[src/rtl/ex_mem_if.sv]
// ex_mem_if: execute-to-memory pipeline register bus.
// The master side is the execute stage / control logic that drives the ex_* fields,
// the multiply-accumulate scratch inputs, the stall vector and flush.
// The slave side is the ex_mem register, which returns the mem_* fields and the scratch state.
interface ex_mem_if #(
    parameter int DATA_W = 32,
    parameter int ADDR_W = 5
);
    logic [ADDR_W-1:0] ex_waddr;
    logic              ex_we;
    logic [DATA_W-1:0] ex_wdata;
    logic              ex_whilo;
    logic [DATA_W-1:0] ex_hi;
    logic [DATA_W-1:0] ex_lo;
    logic [63:0]       hilo_temp_i;
    logic [1:0]        cnt_i;
    logic [5:0]        stall;
    logic              flush;

    logic [ADDR_W-1:0] mem_waddr;
    logic              mem_we;
    logic [DATA_W-1:0] mem_wdata;
    logic              mem_whilo;
    logic [DATA_W-1:0] mem_hi;
    logic [DATA_W-1:0] mem_lo;
    logic [63:0]       hilo_temp_o;
    logic [1:0]        cnt_o;

    modport master (
        output ex_waddr, ex_we, ex_wdata, ex_whilo, ex_hi, ex_lo,
        output hilo_temp_i, cnt_i, stall, flush,
        input  mem_waddr, mem_we, mem_wdata, mem_whilo, mem_hi, mem_lo,
        input  hilo_temp_o, cnt_o
    );

    modport slave (
        input  ex_waddr, ex_we, ex_wdata, ex_whilo, ex_hi, ex_lo,
        input  hilo_temp_i, cnt_i, stall, flush,
        output mem_waddr, mem_we, mem_wdata, mem_whilo, mem_hi, mem_lo,
        output hilo_temp_o, cnt_o
    );
endinterface

[src/rtl/ex_mem.sv]
// ex_mem: EX/MEM pipeline register of the five-stage MIPS core.
// Priority at each edge: reset, flush, bubble (EX stalled, MEM running),
// advance (EX running), hold (EX and MEM stalled).
// The multiply-accumulate scratch (hilo_temp, cnt) is kept alive only while EX is stalled,
// so a two-cycle madd/msub can see its first-cycle result.
// Optional feature macro: EX_MEM_HILO_EN. When it is undefined, the HI/LO and scratch flops
// are not built, and their outputs are tied to zero.
module ex_mem #(
    parameter int DATA_W = 32,
    parameter int ADDR_W = 5
) (
    input logic      clk,
    input logic      rst,
    ex_mem_if.slave  bus
);

    logic ex_stalled;
    logic mem_stalled;
    logic bubble;
    logic advance;

    assign ex_stalled  = bus.stall[3];
    assign mem_stalled = bus.stall[4];
    assign bubble      = ex_stalled && !mem_stalled;
    // stall[4] without stall[3] is not a legal control pattern; it is treated as an advance.
    assign advance     = !ex_stalled;

    // Stall bits belonging to other pipeline stages are not used here.
    logic unused_stall;
    assign unused_stall = ^{bus.stall[5], bus.stall[2:0]};

    logic [ADDR_W-1:0] mem_waddr_d, mem_waddr_q;
    logic              mem_we_d,    mem_we_q;
    logic [DATA_W-1:0] mem_wdata_d, mem_wdata_q;

    // Next-state selection for the register-write fields; holding is the default.
    always_comb begin
        mem_waddr_d = mem_waddr_q;
        mem_we_d    = mem_we_q;
        mem_wdata_d = mem_wdata_q;
        if (bus.flush || bubble) begin
            mem_waddr_d = '0;
            mem_we_d    = 1'b0;
            mem_wdata_d = '0;
        end else if (advance) begin
            mem_waddr_d = bus.ex_waddr;
            mem_we_d    = bus.ex_we;
            mem_wdata_d = bus.ex_wdata;
        end
    end

    // Register-write flops with synchronous reset.
    always_ff @(posedge clk) begin
        if (rst) begin
            mem_waddr_q <= '0;
            mem_we_q    <= 1'b0;
            mem_wdata_q <= '0;
        end else begin
            mem_waddr_q <= mem_waddr_d;
            mem_we_q    <= mem_we_d;
            mem_wdata_q <= mem_wdata_d;
        end
    end

    assign bus.mem_waddr = mem_waddr_q;
    assign bus.mem_we    = mem_we_q;
    assign bus.mem_wdata = mem_wdata_q;

`ifdef EX_MEM_HILO_EN
    logic              mem_whilo_d, mem_whilo_q;
    logic [DATA_W-1:0] mem_hi_d,    mem_hi_q;
    logic [DATA_W-1:0] mem_lo_d,    mem_lo_q;
    logic [63:0]       hilo_temp_d, hilo_temp_q;
    logic [1:0]        cnt_d,       cnt_q;

    // HI/LO fields follow the same rules as the register-write fields; the scratch
    // is captured whenever EX is stalled and cleared whenever EX moves on or is flushed.
    always_comb begin
        mem_whilo_d = mem_whilo_q;
        mem_hi_d    = mem_hi_q;
        mem_lo_d    = mem_lo_q;
        hilo_temp_d = bus.hilo_temp_i;
        cnt_d       = bus.cnt_i;
        if (bus.flush) begin
            mem_whilo_d = 1'b0;
            mem_hi_d    = '0;
            mem_lo_d    = '0;
            hilo_temp_d = '0;
            cnt_d       = '0;
        end else if (bubble) begin
            mem_whilo_d = 1'b0;
            mem_hi_d    = '0;
            mem_lo_d    = '0;
        end else if (advance) begin
            mem_whilo_d = bus.ex_whilo;
            mem_hi_d    = bus.ex_hi;
            mem_lo_d    = bus.ex_lo;
            hilo_temp_d = '0;
            cnt_d       = '0;
        end
    end

    // HI/LO and scratch flops with synchronous reset.
    always_ff @(posedge clk) begin
        if (rst) begin
            mem_whilo_q <= 1'b0;
            mem_hi_q    <= '0;
            mem_lo_q    <= '0;
            hilo_temp_q <= '0;
            cnt_q       <= '0;
        end else begin
            mem_whilo_q <= mem_whilo_d;
            mem_hi_q    <= mem_hi_d;
            mem_lo_q    <= mem_lo_d;
            hilo_temp_q <= hilo_temp_d;
            cnt_q       <= cnt_d;
        end
    end

    assign bus.mem_whilo   = mem_whilo_q;
    assign bus.mem_hi      = mem_hi_q;
    assign bus.mem_lo      = mem_lo_q;
    assign bus.hilo_temp_o = hilo_temp_q;
    assign bus.cnt_o       = cnt_q;
`else
    // HI/LO support is not built, so these inputs are intentionally ignored.
    logic unused_hilo;
    assign unused_hilo = ^{bus.ex_whilo, bus.ex_hi, bus.ex_lo, bus.hilo_temp_i, bus.cnt_i};

    assign bus.mem_whilo   = 1'b0;
    assign bus.mem_hi      = '0;
    assign bus.mem_lo      = '0;
    assign bus.hilo_temp_o = '0;
    assign bus.cnt_o       = '0;
`endif

endmodule

[src/flat_wrapper.sv]
// flat-port wrapper written by rule: the top's interface ports become plain ports
module ex_mem_flat 
#(
    parameter int DATA_W = 32,
    parameter int ADDR_W = 5
)
  (clk, rst, bus_ex_waddr, bus_ex_we, bus_ex_wdata, bus_ex_whilo, bus_ex_hi, bus_ex_lo, bus_hilo_temp_i, bus_cnt_i, bus_stall, bus_flush, bus_mem_waddr, bus_mem_we, bus_mem_wdata, bus_mem_whilo, bus_mem_hi, bus_mem_lo, bus_hilo_temp_o, bus_cnt_o);
  ex_mem_if #(.DATA_W(DATA_W), .ADDR_W(ADDR_W)) bus_i ();
  input logic clk;
  input logic rst;
  input wire logic [$bits(bus_i.ex_waddr)-1:0] bus_ex_waddr;
  input wire logic [$bits(bus_i.ex_we)-1:0] bus_ex_we;
  input wire logic [$bits(bus_i.ex_wdata)-1:0] bus_ex_wdata;
  input wire logic [$bits(bus_i.ex_whilo)-1:0] bus_ex_whilo;
  input wire logic [$bits(bus_i.ex_hi)-1:0] bus_ex_hi;
  input wire logic [$bits(bus_i.ex_lo)-1:0] bus_ex_lo;
  input wire logic [$bits(bus_i.hilo_temp_i)-1:0] bus_hilo_temp_i;
  input wire logic [$bits(bus_i.cnt_i)-1:0] bus_cnt_i;
  input wire logic [$bits(bus_i.stall)-1:0] bus_stall;
  input wire logic [$bits(bus_i.flush)-1:0] bus_flush;
  output wire logic [$bits(bus_i.mem_waddr)-1:0] bus_mem_waddr;
  output wire logic [$bits(bus_i.mem_we)-1:0] bus_mem_we;
  output wire logic [$bits(bus_i.mem_wdata)-1:0] bus_mem_wdata;
  output wire logic [$bits(bus_i.mem_whilo)-1:0] bus_mem_whilo;
  output wire logic [$bits(bus_i.mem_hi)-1:0] bus_mem_hi;
  output wire logic [$bits(bus_i.mem_lo)-1:0] bus_mem_lo;
  output wire logic [$bits(bus_i.hilo_temp_o)-1:0] bus_hilo_temp_o;
  output wire logic [$bits(bus_i.cnt_o)-1:0] bus_cnt_o;
  assign bus_i.ex_waddr = bus_ex_waddr;
  assign bus_i.ex_we = bus_ex_we;
  assign bus_i.ex_wdata = bus_ex_wdata;
  assign bus_i.ex_whilo = bus_ex_whilo;
  assign bus_i.ex_hi = bus_ex_hi;
  assign bus_i.ex_lo = bus_ex_lo;
  assign bus_i.hilo_temp_i = bus_hilo_temp_i;
  assign bus_i.cnt_i = bus_cnt_i;
  assign bus_i.stall = bus_stall;
  assign bus_i.flush = bus_flush;
  assign bus_mem_waddr = bus_i.mem_waddr;
  assign bus_mem_we = bus_i.mem_we;
  assign bus_mem_wdata = bus_i.mem_wdata;
  assign bus_mem_whilo = bus_i.mem_whilo;
  assign bus_mem_hi = bus_i.mem_hi;
  assign bus_mem_lo = bus_i.mem_lo;
  assign bus_hilo_temp_o = bus_i.hilo_temp_o;
  assign bus_cnt_o = bus_i.cnt_o;
  ex_mem #(.DATA_W(DATA_W), .ADDR_W(ADDR_W)) u_core (.clk(clk), .rst(rst), .bus(bus_i));
endmodule
[config.mk]
export PLATFORM = sky130hd
export DESIGN_NAME = ex_mem_flat
export DESIGN_NICKNAME = d
export VERILOG_FILES = /design/src/rtl/ex_mem_if.sv /design/src/rtl/ex_mem.sv /design/src/flat_wrapper.sv
export SDC_FILE = /design/constraint.sdc
export NUM_CORES = 1
export LEC_CHECK = 0
export ABC_CLOCK_PERIOD_IN_PS = 1100
export CAP_MARGIN = 10
export CORE_AREA = 2 2 136 138
export DETAILED_ROUTE_END_ITERATION = 8
export DIE_AREA = 0 0 138 140
export GPL_ROUTABILITY_DRIVEN = 0
export GPL_TIMING_DRIVEN = 0
export PLACE_DENSITY = 0.53
export REMOVE_ABC_BUFFERS = 1
export SYNTH_ARGS = -nofsm -noshare
export SYNTH_HDL_FRONTEND = slang
export SYNTH_SLANG_ARGS = --single-unit
[constraint.sdc]
create_clock -name clk -period 1.1 [get_ports clk]
set_input_delay 0.22 -clock clk [delete_from_list [all_inputs] [get_ports clk]]
set_output_delay 0.22 -clock clk [all_outputs]
set_load 0.02 [all_outputs]
==> summary.txt <==
Critical path
  • Critical path type: reg2out
  • Critical Path Stages: 1
  • CP max stage delay: 0.34 ns
  • Reg2Reg Depth: 2
  • Setup crit end kind: output pin
  • Cell family with most CP delay: flip-flops
  • Startpoint types: flip-flop
  • Crit Path Max Fanout: 2
  • CP arrival: between 0.8 and 0.9 ns
  • FF-to-FF Start: u_core.bus.mem_wdata[16]
  • Crit. Startpoint: u_core.bus.mem_wdata[3]
  • Worst Path Required: slightly below 0.9 ns
  • Crit path max-delay cell type: dfxtp_1
  • Buffer and inverter count on the worst path: 1
  • Crit-path cells: buf_2

Clock tree
  • Cts hold-fix bufs: 0
  • Worst-path clk slew: roughly 0.060 ns
  • Max Root-Sink Buffers: 2
  • Cts bufs inserted: 5
  • Clk_lat worst skew: between 0.2 and 0.3 ns
  • Clock sink count: 38
  • Clk root buf: clkbuf_16
  • CTS tree: yes
  • Htree depth: 2

Drt
  • Drt initial violations: 30
  • Vias post-DR: 1792
  • WL final: 5950 microns
  • DRC viols: 0
  • Routed vias/inst: 2.97
  • DR WL/cell: 9.85 microns
  • Drt first pass iters: 4
  • Post-route ant nets: 0

STA
  • Final slew viol count: 0
  • Count of final setup violators: 0
  • RSZ-0062 raised after global routing: no
  • Setup WS post-layout: around 0.06 ns
  • Maximum clock frequency: between 900 and 1000 MHz
  • Worst-margin pin slew: roughly 0.53 ns
  • Max transition margin: around two thirds
  • Tmin final: approximately 1.0 ns
  • Period utilization: roughly 95%
  • Final number of hold-violating endpoints: 0
  • Clock Skews: 0 ns

Yosys
  • Unique masters post-synth: 11
  • Primary FF master, synth: dfxtp_1
  • Yosys Warn Count: 0
  • Async SR Flop Fraction: 0%
  • Sequential element share of the synthesized area: between 20% and 30%
  • Synth Area per Inst: 8.51 sq um
  • Most common cell in the netlist: buf_4
  • Synth Cell Area: 0.00256 sq mm
  • Post-synth top area share: 39.6%
  • EDFF count, synth: 0
  • Top post-synthesis cells by area: buf_4 40%, dfxtp_1 30%, nand2b_1 9.3%, nand3_1 7.4%, a21oi_2 6.8%
  • Top cells by count, synth: 135 x buf_4, 38 x dfxtp_1, 38 x nand2b_1, 38 x nand3_1, 20 x a21oi_2
  • FF+latch count, synth: 38
  • Post-Syn Instances: around 300
  • Leading area contributor after synthesis: buf_4

Power
  • Total power draw: 3.99 mW
  • Leakage: between 1 and 1.5 nW
  • Peak supply drop: about 0.00046 V
  • Pwr Density: roughly 1300 mW/mm^2

Floorplan
  • Die X: around 140 microns
  • # IOs: ~350
  • Core box area: 0.0178 sq mm
  • Die Height: approximately 140 microns
  • Die footprint: a little under 0.02 sq mm
  • Num rows: between 40 and 50
  • Initial Util: ~14%

Finish
  • Fin util: between 15 and 20%
  • Fin nets: approximately 550
  • # diodes: 0
  • Area growth from synthesis to layout: 19.8%
  • Layout cells sized above 1: 18.7%
  • Post-layout instance area: approximately 0.003 sq mm

Global route
  • Initial antenna violation count: 0
  • Largest net degree at the start of global routing: between 40 and 50
  • Grt ovf: 0
  • Vias in the first global route: approximately 1500
  • Global-route wire length before repair: 8540 microns
  • GRT Overall Usage: under 10%

Placed design
  • DP Wirelength: between 4000 and 5000 microns
  • Worst slack at placement: -0.525 ns
  • Placed instance area: 0.00307 sq mm
  • I/O Buffers: 80

Run status
  • Outcome: finished, final reports clean

Flow run
  • Max cap viols: 0

Min path
  • Min-delay worst type: in2reg
  • Worst hold start: bus_stall[3]
  • WHS Path Cells: 3
[flip-flops by register name, indices dropped and copies added, names as in the netlist]
register,count
u_core.bus.mem_wdata,32
u_core.bus.mem_waddr,5
u_core.bus.mem_we,1
[through the flow]
step                      instances  setup TNS, ns  hold WS (ns)
after floorplan                 284          -9.33         0.368
after CTS                       604              0         0.447
after detailed placement        595         -18.08         0.464
after global placement          593         -74.94         0.455
after global routing            604              0         0.452
final                           604              0         0.414
[layer usage]
metal  GRT usage (%)  wire length (microns)
met4            4.19                    169
met3            2.32                    742
met2            9.07                   2660
met5               0                      0
met1            6.80                   2380
[cell families (layout without fill, tap and decap cells)]
family          after synthesis  after routing  synth area share [%]
other cells                   1            131                 0.146
simple gates                 77             77                  16.9
buf+inv                     147             91                  42.9
flops                        38             38                  29.7
compound gates               38             38                  10.4
[where the power goes]
group          switching [mW]  internal (mW)  total (mW)
registers              0.0182           1.42        1.43
logic                   0.624          0.235       0.858
clock network           0.620           1.07        1.69
[timing repair]
action                                 CTS  global route
cloned                                   0             0
pin swaps                                1             0
setup buffers                            1             0
gates resized for setup                160             2
endpoints found under the hold margin    0             0
setup endpoints to repair               69            11
[layout by cell type (no fill, tap or decap), drive strengths merged]
| cell type | count |
|---|---|
| a21oi | 38 |
| buf | 41 |
| bufinv | 1 |
| clkbuf | 9 |
| clkdlybuf4s50 | 40 |
| conb | 131 |
| dfxtp | 38 |
| nand2b | 38 |
| nand3 | 38 |
| or2 | 1 |
[final cells by class]
cell class	instances	area [sq um]
flip-flops and latches	38	761
clock inverters	1	30.0
fillers	2034	14700
multi-input cells	246	1190
well taps	229	287
clock buffers	7	133
repair buffers	83	666
[path summary, 6_finish.rpt]
path	to	slack, ns
worst min register to register	u_core.bus.mem_wdata[27]	0.47
worst min-delay path	u_core.bus.mem_wdata[2]	0.41
worst max register to register	u_core.bus.mem_wdata[16]	0.44
worst max-delay path	bus_mem_wdata[3]	0.06
Note: power is estimated with default switching activity, not from simulation.
